`config.mk`:
```
export PLATFORM = sky130hd
export DESIGN_NAME = spi_master_ctrl
export DESIGN_NICKNAME = d
export VERILOG_FILES = /design/src/rtl/spi_master_ctrl.sv
export SDC_FILE = /design/constraint.sdc
export NUM_CORES = 1
export LEC_CHECK = 0
export ABC_AREA = 1
export BUFFER_PORTS_ARGS = -buffer_cell sky130_fd_sc_hd__buf_2
export CAP_MARGIN = 40
export CORE_MARGIN = 2
export CORE_UTILIZATION = 59
export CTS_BUF_LIST = sky130_fd_sc_hd__clkbuf_8
export DETAILED_ROUTE_END_ITERATION = 8
export PLACE_DENSITY = 0.82
export RECOVER_POWER = 100
export SLEW_MARGIN = 20
export SYNTH_ARGS = -nofsm -noshare
export SYNTH_HDL_FRONTEND = slang
export SYNTH_SLANG_ARGS = --single-unit
```
`constraint.sdc`:
```
create_clock -name clk -period 1.95 [get_ports clk]
set_input_delay 0.2925 -clock clk [delete_from_list [all_inputs] [get_ports clk]]
set_output_delay 0.2925 -clock clk [all_outputs]
set_load 0.02 [all_outputs]
```
`src/rtl/spi_master_ctrl.sv`:
```
// SPI master for the shared-clock SPI link.
// Takes 10-bit command words over a valid/ready port and sends each one as a
// single SS_n-low frame, MSB first. Frames carry the opcode bit once, then the
// full word. Read-data commands (opcode 2'b11) wait a fixed turnaround, then
// capture one MISO byte and present it with a one-cycle rd_valid pulse.
//
// Host handshake: a command transfers on the rising edge where cmd_valid and
// cmd_ready are both high. cmd_ready depends only on registered state (and
// rst), never on cmd_valid. The host holds cmd_valid and cmd_data until it sees
// the transfer, and may change cmd_data freely afterwards.
module spi_master_ctrl #(
   parameter int TA_CYCLES  = 2,
   parameter int GAP_CYCLES = 1
) (
   input  logic       clk,
   input  logic       rst,
   input  logic       cmd_valid,
   output logic       cmd_ready,
   input  logic [9:0] cmd_data,
   output logic       SS_n,
   output logic       MOSI,
   input  logic       MISO,
   output logic [7:0] rd_data,
   output logic       rd_valid,
   output logic       busy,
   output logic [2:0] state_dbg
);

   typedef enum logic [2:0] {
      S_IDLE  = 3'd0,
      S_CMD   = 3'd1,
      S_SHIFT = 3'd2,
      S_TURN  = 3'd3,
      S_RECV  = 3'd4,
      S_GAP   = 3'd5
   } state_t;

   // Wait counters count down to zero, so they load with length minus one.
   localparam logic [3:0] TA_LOAD  = 4'(TA_CYCLES - 1);
   localparam logic [3:0] GAP_LOAD = 4'(GAP_CYCLES - 1);

   state_t     state, state_nxt;
   logic [9:0] tx_shift, tx_shift_nxt;
   logic       is_read, is_read_nxt;
   logic [3:0] bit_cnt, bit_cnt_nxt;
   logic [3:0] wait_cnt, wait_cnt_nxt;
   logic [7:0] rx_shift, rx_shift_nxt;
   logic       ss_n_nxt;
   logic       mosi_nxt;
   logic [7:0] rd_data_nxt;
   logic       rd_valid_nxt;
   logic       accept;

   assign cmd_ready = (state == S_IDLE) & ~rst;
   assign accept    = cmd_valid & cmd_ready;
   assign busy      = (state != S_IDLE);
   assign state_dbg = state;

   // Next-state and next-output logic. SS_n and MOSI are computed for the
   // state being entered, so the registered pins line up with the state they
   // belong to.
   always_comb begin
      state_nxt    = state;
      tx_shift_nxt = tx_shift;
      is_read_nxt  = is_read;
      bit_cnt_nxt  = bit_cnt;
      wait_cnt_nxt = wait_cnt;
      rx_shift_nxt = rx_shift;
      ss_n_nxt     = 1'b1;
      mosi_nxt     = 1'b0;
      rd_data_nxt  = rd_data;
      rd_valid_nxt = 1'b0;

      unique case (state)
         S_IDLE: begin
            if (accept) begin
               state_nxt    = S_CMD;
               tx_shift_nxt = cmd_data;
               is_read_nxt  = (cmd_data[9:8] == 2'b11);
               ss_n_nxt     = 1'b0;
               mosi_nxt     = cmd_data[9];
            end
         end
         S_CMD: begin
            // The opcode bit goes out once here. Then the whole word goes out.
            state_nxt   = S_SHIFT;
            bit_cnt_nxt = 4'd9;
            ss_n_nxt    = 1'b0;
            mosi_nxt    = tx_shift[9];
         end
         S_SHIFT: begin
            if (bit_cnt == 4'd0) begin
               if (is_read) begin
                  state_nxt    = S_TURN;
                  wait_cnt_nxt = TA_LOAD;
                  ss_n_nxt     = 1'b0;
               end else begin
                  state_nxt    = S_GAP;
                  wait_cnt_nxt = GAP_LOAD;
               end
            end else begin
               bit_cnt_nxt  = bit_cnt - 4'd1;
               tx_shift_nxt = {tx_shift[8:0], 1'b0};
               ss_n_nxt     = 1'b0;
               mosi_nxt     = tx_shift[8];
            end
         end
         S_TURN: begin
            ss_n_nxt = 1'b0;
            if (wait_cnt == 4'd0) begin
               state_nxt   = S_RECV;
               bit_cnt_nxt = 4'd7;
            end else begin
               wait_cnt_nxt = wait_cnt - 4'd1;
            end
         end
         S_RECV: begin
            rx_shift_nxt[bit_cnt[2:0]] = MISO;
            if (bit_cnt == 4'd0) begin
               // Publish the byte, including this last sample, on entry to GAP.
               state_nxt    = S_GAP;
               wait_cnt_nxt = GAP_LOAD;
               rd_data_nxt  = rx_shift_nxt;
               rd_valid_nxt = 1'b1;
            end else begin
               bit_cnt_nxt = bit_cnt - 4'd1;
               ss_n_nxt    = 1'b0;
            end
         end
         S_GAP: begin
            if (wait_cnt == 4'd0) begin
               state_nxt = S_IDLE;
            end else begin
               wait_cnt_nxt = wait_cnt - 4'd1;
            end
         end
         default: begin
            state_nxt = S_IDLE;
         end
      endcase
   end

   // State, datapath and output registers. Reset drops any partial frame.
   always_ff @(posedge clk) begin
      if (rst) begin
         state    <= S_IDLE;
         tx_shift <= '0;
         is_read  <= 1'b0;
         bit_cnt  <= '0;
         wait_cnt <= '0;
         rx_shift <= '0;
         SS_n     <= 1'b1;
         MOSI     <= 1'b0;
         rd_data  <= 8'h00;
         rd_valid <= 1'b0;
      end else begin
         state    <= state_nxt;
         tx_shift <= tx_shift_nxt;
         is_read  <= is_read_nxt;
         bit_cnt  <= bit_cnt_nxt;
         wait_cnt <= wait_cnt_nxt;
         rx_shift <= rx_shift_nxt;
         SS_n     <= ss_n_nxt;
         MOSI     <= mosi_nxt;
         rd_data  <= rd_data_nxt;
         rd_valid <= rd_valid_nxt;
      end
   end

endmodule

```
==> flow_summary.ini, run 1 <==
[setup_path]
start_kind = flip-flop
r2r-start = state_dbg[1]
r2r.worst_path.cells = 8
crit_path_end_kind = output port
timing.rr.end = rd_data[3]
path_max_fanout = 8
critPathArrivalTime_ns = 1.44
reg2reg_setup_slack_ns = 0.24
path_class = reg -> out
required_ns = 1.66

[sta]
layout_setup_ws_ns = 0.213
finalClockSkew_ns = 0.0105
finalSetupTns_ns = 0
relSlewSlack_pct = 76.1
rsz0062_at_grt = no
period_share_pct = 89.1
tightestPinTransition_ns = 0.358
min_period_ns = 1.74
fmax_mhz = 576
finalHoldViolCount = 0
drv_slew = 0
setup_violations = 0

[synth]
synth_ff_type = dfxtp_1
synth.net_count = 331
ys_top_cells_by_area = dfxtp_1 39%, nand2_1 16%, nor2_1 9.7%
syn_inst = 313
synth_top_area_share_pct = 38.6
synth_seq_area_share_pct = 38.6
synth_cell_types = 28
ys_warn_count = 0
synth_seq_cells = 41
synth_area_leader_cell = dfxtp_1
synth_edf_count = 0
synth_area_um2 = 2130
synth.most_common_cell = nand2_1
avgSynthCellArea_um2 = 6.79
synthArstFlopShare_pct = 0
ys_top_cells_by_count = 89 x nand2_1, 55 x nor2_1, 41 x dfxtp_1, 23 x o21ai_0, 20 x inv_1

[final_layout]
area_delta_synth_final_pct = 10.9
n_antenna_cell = 0
drive_gt1_share_pct = 12.7
utilization_pct = 69.6
nets = 363

[clock_tree]
ctsResizeCount = 0
cts-root-buf = clkbuf_8
clk_pin_slew_ns = 0.08
insertion_delay_ns = 0.30
cts_tree = done
cts_setup_buffers = 0
clock-sinks = 41
postCtsHoldBufs = 0
numCtsBuffers = 5
clk_path_buf_depth = 2
cts.htree.levels = 2

[worst_hold_path]
holdPathStages = 3
worstHoldEndpoint = is_read
min_from = cmd_data[8]
hold_class = in -> reg

[floorplan]
io_pins = 30
chipHeight_um = 64.0
fp.dieW_um = 64.0
start_util_pct = 62.7
rows = 21
dieArea_um2 = 4100
core-area_um2 = 3390

[drt]
firstDrtPassIters = 4
vias = 1956
wirelength_um = 4330
avgViaCountPerCell = 4.99
route.detailed.drc = 0
wire_per_inst_um = 11.0
ant_nets = 0
drt_iter0_markers = 117

[flow_run]
drv_cap = 0

[power]
finalPower_uw = 4190
vdd_drop_max_mv = 1.01
p_leak_uw = 0.00113
pwr_density_cell_nw_per_um2 = 1780

[grt]
grt.overflow.total = 0
grt_usage_pct = 24.1
use_met3_pct = 5.46
use_met1_pct = 31.4
grt_antenna_before_repair = 0
grt_max_degree = 16
grt_first_pass_wirelength_um = 7800
grt.busiest_layer = met2
first_global_vias = 1819
use_met2_pct = 38.7

[placement]
dp_hpwl_um = 3130
io_buffers = 29
globalplace.congestion = 0.922
post-place-ws_ns = 0.306

[outcome]
status = finished, final reports clean
-- cell families after synthesis --
family	Yosys count	share of synthesized area, %
simple gates	180	38.1
compound gates	46	11.8
flops	41	38.6
buf+inv	40	8.36
fa+ha+maj	4	2.35
xor+xnor	2	0.824
-- how the worst max path moves through the flow --
| stage | startpoint | endpoint | slack [ns] | cells past startpoint |
|---|---|---|---|---|
| after floorplan | bit_cnt[0] | tx_shift[0] | 0.47 | 9 |
| after global placement | rst | tx_shift[4] | 0.37 | 7 |
| after detailed placement | bit_cnt[1] | tx_shift[6] | 0.31 | 8 |
| after CTS | state_dbg[2] | cmd_ready | 0.23 | 4 |
| after global routing | state_dbg[0] | tx_shift[4] | 0.04 | 7 |
| final | state_dbg[2] | cmd_ready | 0.21 | 4 |
-- where the power goes --
| group | switching (µW) | total, µW | internal, µW |
|---|---|---|---|
| Sequential | 215 | 1330 | 1110 |
| Combinational | 1440 | 2150 | 708 |
| Clock | 295 | 711 | 416 |
| Total | 1950 | 4190 | 2240 |
-- layout make-up --
| class | instances | area [µm²] |
|---|---|---|
| multi-input combinational | 232 | 1080 |
| fill | 321 | 1030 |
| sequential | 41 | 821 |
| timing repair buffer | 33 | 158 |
| inverter | 32 | 121 |
| clock buffer | 6 | 82.6 |
| tap | 46 | 57.6 |
| clock inverter | 2 | 37.5 |
-- flip-flops by register name, indices dropped and copies added (netlist names) --
name / flops
rx_shift: 8
MOSI: 1
rd_data: 8
SS_n: 1
wait_cnt: 4
state_dbg: 3
tx_shift: 10
is_read: 1
bit_cnt: 4
rd_valid: 1
-- cells in the final DEF, fill, tap and decap left out --
master / n
nand2_1: 93
nor2_1: 57
dfxtp_1: 41
inv_1: 24
o21ai_0: 23
nand3_1: 16
buf_2: 14
clkbuf_1: 14
o21ai_1: 12
a21oi_1: 8
clkbuf_8: 6
inv_2: 4
ha_1: 4
buf_4: 4
clkinv_1: 3
nand3_2: 3
nand2_2: 3
nand4_1: 3
nor2_4: 2
nand3_4: 2
o211ai_1: 2
clkinvlp_2: 1
xnor2_1: 1
nor2_2: 1
xor2_1: 1
a21oi_2: 1
clkinvlp_4: 1
bufinv_16: 1
clkbuf_2: 1
-- critical path, cell delays in order, from the launching register on --
cell      delay [ns]
dfxtp_1         0.41
nor2_4          0.22
nand2_1         0.13
nor2_1          0.18
clkbuf_2        0.20
-- routing by layer --
layer | vias to the layer above | share of wire [%] | wire (µm)
met5 | - | 0 | 0
met4 | 0 | 1.3 | 56
met3 | 5 | 5.0 | 218
met2 | 44 | 45 | 1940
met1 | 863 | 49 | 2110
li1 | 1044 | - | -
-- stage by stage --
step / hold slack (ns) / instance area, µm² / instances
floorplan: 0.450 / 2130 / 313
detailed placement: 0.433 / 2300 / 384
global placement: 0.424 / 2300 / 384
finish: 0.268 / 2360 / 392
global route: 0.276 / 2360 / 392
CTS: 0.267 / 2420 / 392
(Power assumes the default switching activity.)
==> run 2, diff against run 1 <==
--- a/config.mk
+++ b/config.mk
@@ -12,7 +12,7 @@
 export CORE_UTILIZATION = 59
 export CTS_BUF_LIST = sky130_fd_sc_hd__clkbuf_8
 export DETAILED_ROUTE_END_ITERATION = 8
-export PLACE_DENSITY = 0.82
+export PLACE_DENSITY = 0.87
 export RECOVER_POWER = 100
 export SLEW_MARGIN = 20
 export SYNTH_ARGS = -nofsm -noshare
==> constraint.sdc (replaced) <==
create_clock -name clk -period 1.6 [get_ports clk]
set_input_delay 0.24 -clock clk [delete_from_list [all_inputs] [get_ports clk]]
set_output_delay 0.24 -clock clk [all_outputs]
set_load 0.02 [all_outputs]
==> run 2 against run 1 <==
Power up 30%; cell count increased by 3.1%; non-clock buffer count increased by 13; combinational power is 47% higher; design area grew 4.5%; count of clock-buffer cells in the layout unchanged; critical endpoint unchanged; sequential cell count is the same; sequential power rose by 22%; utilization up 3.1 points.
==> flow_summary.ini, run 2 (synthesized netlist as in run 1, its figures left out) <==
[clock_tree]
clk_path_buf_depth = 2
cts_tree = done
cts.htree.levels = 2
postCtsHoldBufs = 0
clk_pin_slew_ns = 0.07
cts-root-buf = clkbuf_8
clock-sinks = 41
numCtsBuffers = 5
insertion_delay_ns = 0.29

[sta]
relSlewSlack_pct = 77.3
fmax_mhz = 648
finalClockSkew_ns = 0.00621
min_period_ns = 1.54
layout_setup_ws_ns = 0.0566
finalHoldViolCount = 0
finalSetupTns_ns = 0
setup_violations = 0
tightestPinTransition_ns = 0.341
period_share_pct = 96.5
drv_slew = 0

[grt]
grt_first_pass_wirelength_um = 8450
first_global_vias = 2006
grt_antenna_before_repair = 0
grt_max_degree = 13
grt.overflow.total = 0
grt_usage_pct = 25.8

[final_layout]
top_regs = tx_shift x10, rd_data x8, rx_shift x8
largest_reg_flops = 10
area_delta_synth_final_pct = 16.0
n_antenna_cell = 0
mostFrequentLayoutCells = 90 x nand2_1, 55 x nor2_1, 39 x dfxtp_1
fillCellCount = 266
nets = 376
layout.cells.non_filler = 404
drive_gt1_share_pct = 19.3
regMostFlops = tx_shift
layout_commonest_cell = nand2_1

[power]
power_frac_clock_pct = 12.3
pwr-share-seq_pct = 29.7
p_leak_uw = 0.00122
comb_power_share_pct = 58.0
sw_frac_of_total_pct = 48.2
p_int_uw = 2820
vdd_drop_max_mv = 1.32
power.switching_uw = 2620
pwr_density_cell_nw_per_um2 = 2210

[placement]
dp_hpwl_um = 3360
io_buffers = 29
dp_cells = 392
post-place-ws_ns = 0.00174
globalplace.congestion = 0.900

[drt]
drt_iter0_markers = 97
vias = 2087
avgViaCountPerCell = 5.17
route.detailed.drc = 0
wire_per_inst_um = 12.1
firstDrtPassIters = 5
wirelength_um = 4890
ant_nets = 0

[flow_run]
drv_cap = 0

[setup_path]
required_ns = 1.36
crit_path_end_kind = output port
start_kind = flip-flop
path_class = reg -> out
slowest_stage = dfxtp_1
crit_chain = nor2_4, nand2_4, nor2_2, clkbuf_2
path_max_fanout = 8
slowest_delay_ns = 0.40
critPathArrivalTime_ns = 1.30

[floorplan]
io_pins = 30
core-area_um2 = 3390
start_util_pct = 62.7
chipHeight_um = 64.0
dieArea_um2 = 4100
rows = 21
fp.dieW_um = 64.0

[worst_hold_path]
hold_class = in -> reg

[outcome]
status = finished, final reports clean
-- run 2: cell types whose count changed in the layout (fill, tap and decap cells not counted), sizes merged --
cell / previous run / this run
buf: 18 / 29
clkbuf: 21 / 23
clkinvlp: 2 / 0
inv: 28 / 30
bufinv: 1 / 0
-- run 2: metal layers --
| layer | wire length [µm] | GRT usage (%) |
|---|---|---|
| met1 | 2260 | 31.4 |
| met2 | 2220 | 43.5 |
| met3 | 322 | 5.63 |
| met4 | 87 | 11.4 |
| met5 | 0 | 0 |
-- run 2: final timing paths --
path | slack [ns] | endpoint | cells after the start | from
worst max-delay path | 0.06 | cmd_ready | 4 | state_dbg[1]
worst min-delay path | 0.26 | is_read | 3 | cmd_data[8]
worst max register to register | 0.06 | MOSI | 7 | state_dbg[2]
worst min register to register | 0.44 | rd_data[1] | 2 | rd_data[1]
-- run 2: area by class of cell --
type	count	area [µm²]	area share (%)
clock buffers	6	82.6	3.35
clock inverters	1	3.75	0.152
inverters	32	123	4.97
multi-input cells	232	1130	45.8
flip-flops and latches	41	823	33.4
well taps	46	57.6	2.34
repair buffers	46	246	10.0
-- run 2: power groups by stage --
stage / registers (µW) / logic [µW] / clock network, µW
floorplan: 1640 / 2250 / 0
global placement: 1610 / 2840 / 0
detailed placement: 1620 / 2920 / 0
CTS: 1600 / 3130 / 679
global route: 1650 / 3550 / 712
finish: 1620 / 3150 / 668
-- run 2: timing repair --
action                     in CTS  in global routing
setup endpoints to repair       8                 14
setup buffers                   5                  0
cloned                          0                  0
pin swaps                       2                  0
gates resized for setup         0                  4
-- run 2: metrics by stage --
step                hold WS [ns]  utilization (%)  power, µW  area, µm²
floorplan                  0.400                -       3890       2130
finish                     0.258             72.7       5440       2460
CTS                        0.255             73.4       5410       2490
global route               0.264             72.7       5910       2460
detailed placement         0.427             69.7       4540       2360
global placement           0.422             69.7       4450       2360
-- run 2: critical path: cells and delay by family, from the launching register on --
kind / cells / cell delay, ns
DFF: 1 / 0.40
and+or+nand+nor: 3 / 0.41
buffers and inverters: 1 / 0.20
